$ cat config.mk
export PLATFORM = sky130hd
export DESIGN_NAME = fadd_share_arb
export DESIGN_NICKNAME = d
export VERILOG_FILES = /design/src/rtl/fadd_share_arb.sv
export SDC_FILE = /design/constraint.sdc
export NUM_CORES = 1
export LEC_CHECK = 0
export BUFFER_PORTS_ARGS = -buffer_cell sky130_fd_sc_hd__buf_2
export CAP_MARGIN = 20
export CORE_MARGIN = 2
export CORE_UTILIZATION = 35
export DETAILED_ROUTE_END_ITERATION = 7
export PLACE_DENSITY = 0.7
export REMOVE_ABC_BUFFERS = 1
export SLEW_MARGIN = 10
export SYNTH_ARGS = -nofsm -noshare
export SYNTH_HDL_FRONTEND = slang
export SYNTH_SLANG_ARGS = --single-unit
$ cat constraint.sdc
create_clock -name clk -period 5.2 [get_ports clk]
set_input_delay 0.78 -clock clk [delete_from_list [all_inputs] [get_ports clk]]
set_output_delay 0.78 -clock clk [all_outputs]
set_load 0.01 [all_outputs]
$ cat src/rtl/fadd_share_arb.sv
// Round-robin scheduler sharing one pipelined float_add.
// Tags each issue and returns sums to the issuing requester.
module fadd_share_arb #(
  parameter int NREQ = 4,
  parameter int LAT  = 3
) (
  input  logic              clk,
  input  logic              rst,
  input  logic [NREQ-1:0]   req_valid,
  output logic [NREQ-1:0]   req_ready,
  input  logic [NREQ*32-1:0] req_v1,
  input  logic [NREQ*32-1:0] req_v2,
  output logic [31:0]       fa_v1,
  output logic [31:0]       fa_v2,
  input  logic [31:0]       fa_res,
  output logic [NREQ-1:0]   rsp_valid,
  output logic [31:0]       rsp_res,
  output logic              busy
);

  localparam int IW = $clog2(NREQ);

  logic [IW-1:0]   r_ptr;
  logic [31:0]     r_v1;
  logic [31:0]     r_v2;
  logic [LAT-1:0]  r_tv;
  logic [IW-1:0]   r_ti [LAT];
  logic [NREQ-1:0] r_rsp_v;
  logic [31:0]     r_rsp_res;

  logic [NREQ-1:0] w_gnt;
  logic [IW-1:0]   w_idx;
  logic            w_any;
  logic [IW-1:0]   w_nxt;
  int              w_j;

  // Priority search from r_ptr, wrapping modulo NREQ
  always_comb begin
    w_gnt = '0;
    w_idx = '0;
    w_any = 1'b0;
    w_j   = 0;
    for (int k = 0; k < NREQ; k++) begin
      w_j = int'(r_ptr) + k;
      if (w_j >= NREQ) w_j = w_j - NREQ;
      if (!w_any && req_valid[w_j[IW-1:0]]) begin
        w_any = 1'b1;
        w_gnt[w_j[IW-1:0]] = 1'b1;
        w_idx = w_j[IW-1:0];
      end
    end
    if (rst) begin
      w_gnt = '0;
      w_any = 1'b0;
    end
  end

  // Pointer moves just past the winner
  always_comb begin
    w_nxt = '0;
    if (int'(w_idx) != NREQ - 1) w_nxt = w_idx + 1'b1;
  end

  // Issue register: operands and round-robin pointer
  always_ff @(posedge clk) begin
    if (rst) begin
      r_ptr <= '0;
      r_v1  <= '0;
      r_v2  <= '0;
    end else if (w_any) begin
      r_ptr <= w_nxt;
      r_v1  <= req_v1[32*w_idx +: 32];
      r_v2  <= req_v2[32*w_idx +: 32];
    end
  end

  // Tag delay line matched to adder latency
  always_ff @(posedge clk) begin
    if (rst) begin
      r_tv <= '0;
      for (int s = 0; s < LAT; s++) r_ti[s] <= '0;
    end else begin
      r_tv[0] <= w_any;
      r_ti[0] <= w_idx;
      for (int s = 1; s < LAT; s++) begin
        r_tv[s] <= r_tv[s-1];
        r_ti[s] <= r_ti[s-1];
      end
    end
  end

  // Response pulse and captured sum
  always_ff @(posedge clk) begin
    if (rst) begin
      r_rsp_v   <= '0;
      r_rsp_res <= '0;
    end else if (r_tv[LAT-1]) begin
      r_rsp_v   <= {{(NREQ-1){1'b0}}, 1'b1} << r_ti[LAT-1];
      r_rsp_res <= fa_res;
    end else begin
      r_rsp_v   <= '0;
    end
  end

  assign req_ready = w_gnt;
  assign fa_v1     = r_v1;
  assign fa_v2     = r_v2;
  assign rsp_valid = r_rsp_v;
  assign rsp_res   = r_rsp_res;
  assign busy      = (|r_tv) | (|r_rsp_v);

endmodule

## Word level (Yosys, flattened, before mapping)

Memories as Yosys holds them, arrays and structs flattened.
Cells that the tools add are included.

- $lt $le $gt $ge: 12
- Mux-type cells: 41
- Equality and inequality tests: 1
- Shifts and indexed selects: 3
- Add/subtract/negate cells: 8
- Bitwise gates (word level): 8
- Reduce and logical (&&, ||, !) cells: 13

Operator list:

| operator | count |
|---|---|
| 128-bit by 8-bit variable part select with 32-bit output | 2 |
| 2-bit 2-to-1 mux | 12 |
| 4-bit 2-to-1 mux | 5 |
| 1-bit 2-to-1 mux | 16 |
| 2-bit by 3-bit less-than comparator with 1-bit output (second input constant) | 4 |
| 4-bit OR | 3 |
| 3-bit greater-or-equal comparator (second input constant) | 3 |
| 1-bit binary-select mux with 2-bit select | 4 |
| 1-bit demux with 2-bit select | 4 |
| 2-bit by 1-bit greater-or-equal comparator with 1-bit output (second input constant) | 4 |
| 2-bit by 1-bit subtractor with 2-bit output (second input constant) | 4 |
| 1-bit logical AND | 7 |
| 2-bit by 2-bit adder with 3-bit output (second input constant) | 2 |
| 1-bit OR | 4 |
| 4-bit OR reduction | 1 |
| 1-bit by 2-bit left shift with 4-bit output (first input constant) | 1 |
| 2-bit by 1-bit adder with 3-bit output (second input constant) | 1 |
| 2-bit by 3-bit greater-or-equal comparator with 1-bit output (second input constant) | 1 |
| 1-bit zero test | 3 |
| 3-bit OR reduction | 1 |
| 2-bit by 1-bit adder with 2-bit output (second input constant) | 1 |
| 2-bit by 1-bit != test with 1-bit output (second input constant) | 1 |
| 2-bit OR reduction | 1 |
| 1-bit NOT | 1 |

- Memories kept: 1
- RAM bits: 6
- Register bits after elaboration: 105
- Output and inout port bits: 105
- Logic and storage cells: 93
- Input port bits: 294

Memories:

| name | words | bits a word | rd ports | clocked after memory_dff | wr ports | line | RTL |
|---|---|---|---|---|---|---|---|
| r_ti | 3 | 2 | 3 | 0 | 3 | 27 | `logic [IW-1:0] r_ti [LAT];` |

## Logic depth before layout (Yosys ltp)

Gate-level depths: netlist of the first run.

- Depth after elaboration: 16
- Depth in mapped cells: 13
- Mapped depth without buffers: 7

## Worst setup path after synthesis of the first run

OpenSTA, ideal clock, no wires.

- Kind: register to output
- From: register r_ptr[0]
- To: output port req_ready[0]
- Path buffers: 3
- Arrival time: 2.819 ns
- Slack: 1.601 ns
- Stages on the path, launching flop included: 11
- Path through: dfxtp_1 -> buf_2 -> buf_1 -> inv_1 -> ha_1 -> buf_2 -> or3b_2 -> a211o_1 -> a21oi_1 -> o21ai_0 -> a21oi_1

- Longest elaborated chain between the ends: 15
- Elaborated cells between the ends (all ways): 60
- Those cells by class: 7 x add/sub; 12 x order compare; 28 x mux; 3 x bitwise; 10 x reduce/logical

Ends and longest elaborated chain:

| element | line | RTL |
|---|---|---|
| from (decl) | 23 | `logic [IW-1:0] r_ptr;` |
| from (signal assigned) | 71 | `r_ptr <= w_nxt;` |
| branches (longest 13 deep; another with 2-bit by 1-bit adder with 3-bit output) | n/a |  |
| 4-bit 2-to-1 mux * | 46 | `if (!w_any && req_valid[w_j[IW-1:0]]) begin` |
| 4-bit 2-to-1 mux * | 52 | `if (rst) begin` |
| to (decl) | 10 | `output logic [NREQ-1:0] req_ready,` |

Every way passes the cells marked *. The select of a mux whose other input is x is not followed.

## Worst setup path in the final report of the first run

- From: register r_ptr[1]
- To: output port req_ready[2]

Same word-level chain as after synthesis.

==> run summary, run 1 <==
TritonRoute pass-1 iters -> 5
Main synth FF type -> dfxtp_1
Max Clock Freq -> 247 MHz
Max-cap violation count -> 0
Combinational group share of total power -> 0.629
Post-synthesis sequential area ratio -> 0.278
Post-synth EDFFs -> 0
Layout cells sized above 1 -> 0.364
Clock Tree Buf Depth -> 2
Finished Layout Cells -> 1570
Total length of routed met2 wires -> 15.5 mm
Clock transition at path regs -> 0.08 ns
Cts hold-fix bufs -> 0
Die area -> 24100 µm²
Delay-heaviest family, CP -> adder cells
Tot Pwr -> 5.42 mW
Mapped Cells -> 985
DP Area -> 9990 µm²
CTS Buf Count -> 9
Initial antenna violation count -> 3
Relative max-transition margin -> 0.313
H-tree Lvls -> 3
Syn-to-layout area delta -> 28.5%
Hold WC Path Type -> flop to flop
Wire per inst -> 21.0 µm
Setup tns final -> 0 ns
IO buf count -> 398
CTS tree -> yes
Post-synth top area share -> 0.278
Cell Pwr Density -> 528 nW/µm²
Initial detailed-routing violation count -> 899
Total core area -> 22500 µm²
Worst-Skew Late Latency -> 0.36 ns
Worst EP arrival -> 3.27 ns
Post-layout minimum cycle time -> 4.05 ns
Design Area, Final -> 10300 µm²
Flop pwr share -> 0.239
Maximum vdd drop -> 0.356 mV
Cell chain of the critical path -> inv_1, ha_1, mux4_2, nor2b_4, a22o_1, mux2i_1, a21oi_1, buf_2
Setup violators final -> 0
Crit Path Class -> flop to primary output
Sw Ratio -> 0.529
First-pass GRT wire length -> 50.0 mm
Mapped Avg Cell Area -> 8.12 µm²
Worst-path fanout max -> 12
Clk root buf -> clkbuf_16
Highest routed metal layer -> met5
Pin count of the biggest net entering global routing -> 102
Cell Rows -> 55
Ys async rst share -> 0
Initial core utilization -> 0.355
Ys Warns -> 0
Vias in the first global route -> 8902
Post_cts resized -> 0
Height of the chip -> 155 µm
Area of the multi-input gates -> 5180 µm²
Width of the die -> 155 µm
Worst setup EP type -> primary output
Post-CTS setup buffer count -> 0
I/O pins -> 399
Global placer's final weighted congestion -> 0.870
Flops & latches, synth -> 111
Final core utilization -> 0.456
# fillers -> 2254
Layout Nets -> 1581
M1 WL -> 14.3 mm
Via density -> 6.13
Synthesized area -> 8000 µm²
Critical path startpoint category -> flop
Clock sink total -> 111
Hold Vio Cnt, Final -> 0
Tcrit/Tclk final -> 0.778
Clk_skew -> 0.00745 ns
Clock power frac -> 0.132
Drt drc -> 0
Synth area leader -> dfxtp_1
Internal Pwr Total -> 2.55 mW
Gr usage total -> 0.259
Ranking of synthesized cells by area -> dfxtp_1, nor4_1, a2111oi_0
Drt total wl -> 33.0 mm
Sequential standard cell area -> 2230 µm²
Final Max Tran Viols -> 0
Req. time, crit path -> 4.42 ns
Via count -> 9630
Antenna Violating Nets Remaining -> 0
Worst slew pin tran -> 1.03 ns
LEAKAGE -> 4.01 nW
NetSw -> 2.87 mW
Status -> finished clean
Total grt overflow -> 0
Buffer and inverter count on the worst path -> 2
Crit-path max cell delay -> 0.61 ns
Hpwl dp -> 22.6 mm
Met3 WL -> 2.30 mm
Slowest-stage cell, CP -> ha_1
RSZ-0062 raised after global routing -> no
Post-synth cell types -> 45
Placed cell count -> 1553
## flip-flops by register name, indices dropped and copies added, names as in the netlist
| signal | flops |
|---|---|
| fa_v2 | 32 |
| rsp_res | 32 |
| fa_v1 | 32 |
| r_ti | 6 |
| r_tv | 3 |
| r_ptr | 2 |
| rsp_valid | 4 |
## final timing paths
| kind | startpoint | to | slack (ns) | cells after the start |
|---|---|---|---|---|
| setup / recovery | r_ptr[1] | req_ready[2] | 1.15 | 8 |
| hold / removal | r_ti[0][1] | r_ti[0][3] | 0.45 | 1 |
| setup reg to reg | r_ptr[1] | fa_v2[5] | 1.37 | 9 |
| hold reg to reg | r_ti[0][1] | r_ti[0][3] | 0.45 | 1 |
## through the flow
step	hold slack [ns]	setup WS, ns
5_1_grt	0.466	0.939
3_5_place_dp	0.427	1.43
6_report	0.447	1.15
4_1_cts	0.453	1.14
2_1_floorplan	0.414	-5.92
3_3_place_gp	0.423	1.53
## metal layers
layer  track usage  vias up
met1         0.349     4570
met4        0.0961        4
met5             0        -
met2         0.418      467
met3        0.0432       65
li1              -     4524
## kinds of logic after synthesis
family / count (synthesis) / synth area share
adder cells (fa/ha/maj): 8 / 0.0125
multiplexers: 46 / 0.0626
flip-flops: 111 / 0.278
AND/OR/NAND/NOR: 390 / 0.282
AO/OA/AOI/OAI: 284 / 0.282
buffers and inverters: 146 / 0.0831
## cell usage after synthesis, types with 4 or more instances
| cell type | count |
|---|---|
| inv_1 | 4 |
| nor2_1 | 42 |
| a211oi_2 | 9 |
| nand2_1 | 68 |
| a211oi_1 | 57 |
| o21bai_1 | 63 |
| nor2b_1 | 8 |
| ha_1 | 8 |
| nor3_1 | 6 |
| buf_1 | 8 |
| mux2i_1 | 41 |
| o31ai_1 | 65 |
| buf_6 | 9 |
| nor4_1 | 129 |
| dfxtp_1 | 111 |
| buf_2 | 24 |
| a21oi_1 | 7 |
| nand4_1 | 64 |
| a2111oi_0 | 63 |
| o21ai_0 | 5 |
| nor3b_1 | 64 |
| buf_4 | 5 |
| clkbuf_1 | 96 |
| a22o_1 | 4 |
## power groups by stage
stage | Clock (mW) | Sequential, mW | Combinational (mW)
after floorplan | 0 | 1.54 | 1.78
after global placement | 0 | 1.30 | 3.33
after detailed placement | 0 | 1.31 | 3.36
after CTS | 0.727 | 1.30 | 3.38
after global routing | 0.751 | 1.33 | 3.68
final | 0.715 | 1.30 | 3.41
## cell usage in the layout (no fill, tap or decap), drive strengths merged, types with 2 or more instances in the layout
cell type	n
a2111oi	63
a211o	2
a211oi	67
a21oi	7
a22o	4
buf	425
clkbuf	9
clkinvlp	3
dfxtp	111
diode	2
ha	8
inv	6
mux2	2
mux2i	41
mux4	3
nand2	68
nand4	64
nor2	43
nor2b	8
nor3	6
nor3b	64
nor4	129
o21ai	6
o21bai	63
o31ai	65
## cell type report
cell class / count / share of cell area
clock buffers: 9 / 0.0219
repair buffers: 425 / 0.215
well taps: 285 / 0.0347
clock inverters: 6 / 0.00524
multi-input cells: 728 / 0.504
flip-flops and latches: 111 / 0.217
diodes: 2 / 0.000487
inverters: 4 / 0.00146
(Power assumes the default switching activity.)
==> run 2: changes to the inputs <==
==> constraint.sdc (replaced) <==
create_clock -name clk -period 3.95 [get_ports clk]
set_input_delay 0.5925 -clock clk [delete_from_list [all_inputs] [get_ports clk]]
set_output_delay 0.5925 -clock clk [all_outputs]
set_load 0.01 [all_outputs]
==> run summary, run 2 (same netlist as run 1, synthesis figures left out) <==
Status -> finished clean
Post-layout minimum cycle time -> 3.57 ns
IO buf count -> 398
Buffer and inverter count on the worst path -> 3
Crit Path Class -> flop to primary output
Total grt overflow -> 0
Max Clock Freq -> 280 MHz
Commonest non-fill, non-tap cell in the layout -> buf_2
Syn-to-layout area delta -> 30.0%
Commonest non-fill, non-tap cells in the layout -> buf_2, nor4_1, dfxtp_1
CTS tree -> yes
Drt total wl -> 32.4 mm
Wire per inst -> 20.6 µm
Cts hold-fix bufs -> 0
Worst slew pin tran -> 1.07 ns
# fillers -> 2244
Height of the chip -> 155 µm
RSZ-0062 raised after global routing -> no
Global placer's final weighted congestion -> 0.849
Clock transition at path regs -> 0.09 ns
Delay-heaviest family, CP -> buffers and inverters
LEAKAGE -> 4.07 nW
Req. time, crit path -> 3.36 ns
Worst-Skew Late Latency -> 0.35 ns
Worst-path fanout max -> 23
DP Area -> 10100 µm²
H-tree Lvls -> 3
Tcrit/Tclk final -> 0.905
Initial antenna violation count -> 3
Maximum vdd drop -> 0.569 mV
Hold Vio Cnt, Final -> 0
Gr usage total -> 0.251
Slowest-stage cell, CP -> ha_1
Total core area -> 22500 µm²
Design Area, Final -> 10400 µm²
Post_cts resized -> 0
Layout cells sized above 1 -> 0.366
Via density -> 6.21
Worst hold margin -> 0.447 ns
Die area -> 24100 µm²
Cell Rows -> 55
Tot Pwr -> 7.21 mW
Clk root buf -> clkbuf_16
TritonRoute pass-1 iters -> 5
Critical path startpoint category -> flop
Vias in the first global route -> 8830
Area of the multi-input gates -> 5180 µm²
Worst EP arrival -> 2.98 ns
Cell Pwr Density -> 694 nW/µm²
Initial detailed-routing violation count -> 840
Max-cap violation count -> 0
Hold WC Path Type -> flop to flop
Cell chain of the critical path -> inv_1, ha_1, mux4_2, nor2b_4, buf_4, a22o_1, mux2i_1, a21oi_1, buf_2
I/O pins -> 399
Final Max Tran Viols -> 0
Setup violators final -> 0
Post-place setup slack -> 0.437 ns
Via count -> 9792
Sequential standard cell area -> 2230 µm²
Layout Nets -> 1586
CTS Buf Count -> 9
Min setup slack post-route -> 0.377 ns
Initial core utilization -> 0.355
Clock Tree Buf Depth -> 2
Hpwl dp -> 22.6 mm
Relative max-transition margin -> 0.286
Pin count of the biggest net entering global routing -> 112
Crit-path max cell delay -> 0.49 ns
Worst setup EP type -> primary output
First-pass GRT wire length -> 49.2 mm
Post-CTS setup buffer count -> 0
Width of the die -> 155 µm
Clk_skew -> 0.00801 ns
Clock sink total -> 111
Antenna Violating Nets Remaining -> 0
Drt drc -> 0
==> run 2: where the power goes <==
part | internal [mW] | total (mW) | switching (mW)
Combinational | 1.54 | 4.56 | 3.02
Sequential | 1.48 | 1.69 | 0.207
Clock | 0.449 | 0.966 | 0.516
Total | 3.47 | 7.21 | 3.75
==> run 2: routing by layer <==
layer  vias to the layer above  part of all wire  GRT usage
met5                         -           0.00080          0
met4                         4             0.034     0.0948
met3                        79             0.087     0.0476
met2                       538              0.47      0.402
met1                      4644              0.41      0.337
li1                       4527                 -          -
==> run 2: layout make-up <==
cell class,count,area share
inverter,4,0.00144
multi-input combinational,728,0.498
antenna,3,0.000722
clock inverter,6,0.00650
sequential,111,0.214
clock buffer,10,0.0220
timing repair buffer,430,0.222
tap,285,0.0343
==> run 2: metrics by stage <==
step / std cells / util / TNS (ns)
6_report: 1577 / 0.462 / 0
5_1_grt: 1575 / 0.462 / 0
4_1_cts: 1574 / 0.461 / 0
3_5_place_dp: 1558 / 0.448 / 0
3_3_place_gp: 1558 / 0.448 / 0
2_1_floorplan: 843 / - / -501.53
==> run 2: worst paths after layout <==
path | end | from | slack, ns | cells after the start
max reg2reg | fa_v2[19] | r_ptr[0] | 0.41 | 10
min reg2reg | r_ti[0][4] | r_ti[0][2] | 0.45 | 1
min | r_ti[0][4] | r_ti[0][2] | 0.45 | 1
max | req_ready[0] | r_ptr[0] | 0.38 | 9
==> run 3: changes to the inputs <==
--- a/config.mk
+++ b/config.mk
@@ -7,10 +7,10 @@
 export LEC_CHECK = 0
 export BUFFER_PORTS_ARGS = -buffer_cell sky130_fd_sc_hd__buf_2
 export CAP_MARGIN = 20
-export CORE_MARGIN = 2
-export CORE_UTILIZATION = 35
+export CORE_AREA = 2 2 155 157
 export DETAILED_ROUTE_END_ITERATION = 7
-export PLACE_DENSITY = 0.7
+export DIE_AREA = 0 0 157 159
+export PLACE_DENSITY = 0.69
 export REMOVE_ABC_BUFFERS = 1
 export SLEW_MARGIN = 10
 export SYNTH_ARGS = -nofsm -noshare
==> run summary, run 3 (same netlist as run 1, synthesis figures left out) <==
Relative max-transition margin -> 0.313
Cell Rows -> 56
Req. time, crit path -> 3.36 ns
Width of the die -> 157 µm
RSZ-0062 raised after global routing -> no
Combinational group share of total power -> 0.639
Setup violators final -> 0
Post-CTS setup buffer count -> 0
IO buf count -> 398
Commonest non-fill, non-tap cell in the layout -> buf_2
Clock transition at path regs -> 0.08 ns
Layout cells sized above 1 -> 0.368
Flop pwr share -> 0.233
Vias in the first global route -> 9067
Sw Ratio -> 0.523
Worst EP arrival -> 3.07 ns
Max Clock Freq -> 273 MHz
Setup tns final -> 0 ns
Clock power frac -> 0.127
Tot Pwr -> 7.29 mW
Commonest non-fill, non-tap cells in the layout -> buf_2, nor4_1, dfxtp_1
Initial core utilization -> 0.345
Maximum vdd drop -> 0.512 mV
Clk root buf -> clkbuf_16
Height of the chip -> 159 µm
Pin count of the biggest net entering global routing -> 109
Design Area, Final -> 10400 µm²
Via count -> 9860
Status -> finished clean
Final core utilization -> 0.450
Worst setup EP type -> primary output
Internal Pwr Total -> 3.48 mW
NetSw -> 3.81 mW
Worst-Skew Late Latency -> 0.36 ns
Antenna Violating Nets Remaining -> 0
Met3 usage -> 0.0449
Hpwl dp -> 23.3 mm
Clock sink total -> 111
GR Util met1 -> 0.343
Worst slew pin tran -> 1.03 ns
Total grt overflow -> 0
Crit Path Class -> flop to primary output
Drt drc -> 0
First-pass GRT wire length -> 51.4 mm
Hold Vio Cnt, Final -> 0
Global route hottest layer -> met2
H-tree Lvls -> 3
Total core area -> 23200 µm²
Hold WC Path Type -> flop to flop
Global placer's final weighted congestion -> 0.896
Worst-path fanout max -> 15
Wire per inst -> 20.8 µm
Cts hold-fix bufs -> 0
Cell Pwr Density -> 698 nW/µm²
Worst hold margin -> 0.445 ns
LEAKAGE -> 4.08 nW
Finished Layout Cells -> 1614
Die area -> 25000 µm²
Clk_skew -> 0.0111 ns
Initial detailed-routing violation count -> 1014
Clock Tree Buf Depth -> 2
Critical path startpoint category -> flop
CTS tree -> yes
Layout Nets -> 1589
Min setup slack post-route -> 0.285 ns
Max-cap violation count -> 0
Final Max Tran Viols -> 0
CTS Buf Count -> 9
Via density -> 6.11
Drt total wl -> 33.6 mm
Post-place setup slack -> 0.370 ns
Syn-to-layout area delta -> 30.6%
TritonRoute pass-1 iters -> 5
I/O pins -> 399
DP Area -> 10200 µm²
Initial antenna violation count -> 4
GR Layer Usage met2 -> 0.418
Placed cell count -> 1595
Gr usage total -> 0.256
Post-layout minimum cycle time -> 3.66 ns
Tcrit/Tclk final -> 0.928
Post_cts resized -> 0
## run 3: changes by cell type in the layout (fill, tap and decap cells not counted)
cell,previous run,this run
clkinv_4,2,1
inv_6,2,0
clkbuf_1,1,0
buf_4,27,30
clkinv_8,2,0
diode_2,3,4
clkinvlp_4,0,2
inv_4,0,1
inv_8,0,2
## run 3: worst max-delay path, stage by stage (launching register included)
cell,delay (ns)
dfxtp_4,0.47
inv_1,0.17
ha_1,0.52
or3b_2,0.52
a211o_1,0.30
a21oi_1,0.22
o21ai_0,0.13
a21oi_1,0.21
buf_2,0.18
## run 3: cell type report
cell class                      count  area (µm²)
Antenna cell                        4        10.0
Clock buffer                        9         225
Clock inverter                      6        52.6
Fill cell                        2311       12800
Inverter                            4        15.0
Multi-Input combinational cell    728        5180
Sequential cell                   111        2230
Tap cell                          319         399
Timing Repair Buffer              433        2330
## run 3: path summary, 6_finish.rpt
check	start	end	slack [ns]	depth (start not counted)
min reg2reg	r_ti[0][1]	r_ti[0][3]	0.44	1
max reg2reg	r_ptr[0]	fa_v1[13]	0.47	8
min	r_ti[0][1]	r_ti[0][3]	0.44	1
max	r_ptr[0]	req_ready[2]	0.29	8
## run 3: power by group through the flow
stage / sequential (mW) / combinational [mW] / clock [mW]
final: 1.70 / 4.66 / 0.929
after global routing: 1.74 / 5.03 / 0.985
after CTS: 1.70 / 4.63 / 0.951
after detailed placement: 1.72 / 4.61 / 0
after global placement: 1.72 / 4.55 / 0
after floorplan: 2.03 / 2.35 / 0
## run 3: per-layer routing
layer / part of all wire / wire, µm
met1: 0.42 / 14100
met2: 0.47 / 15800
met3: 0.084 / 2830
met4: 0.026 / 872
met5: 0 / 0
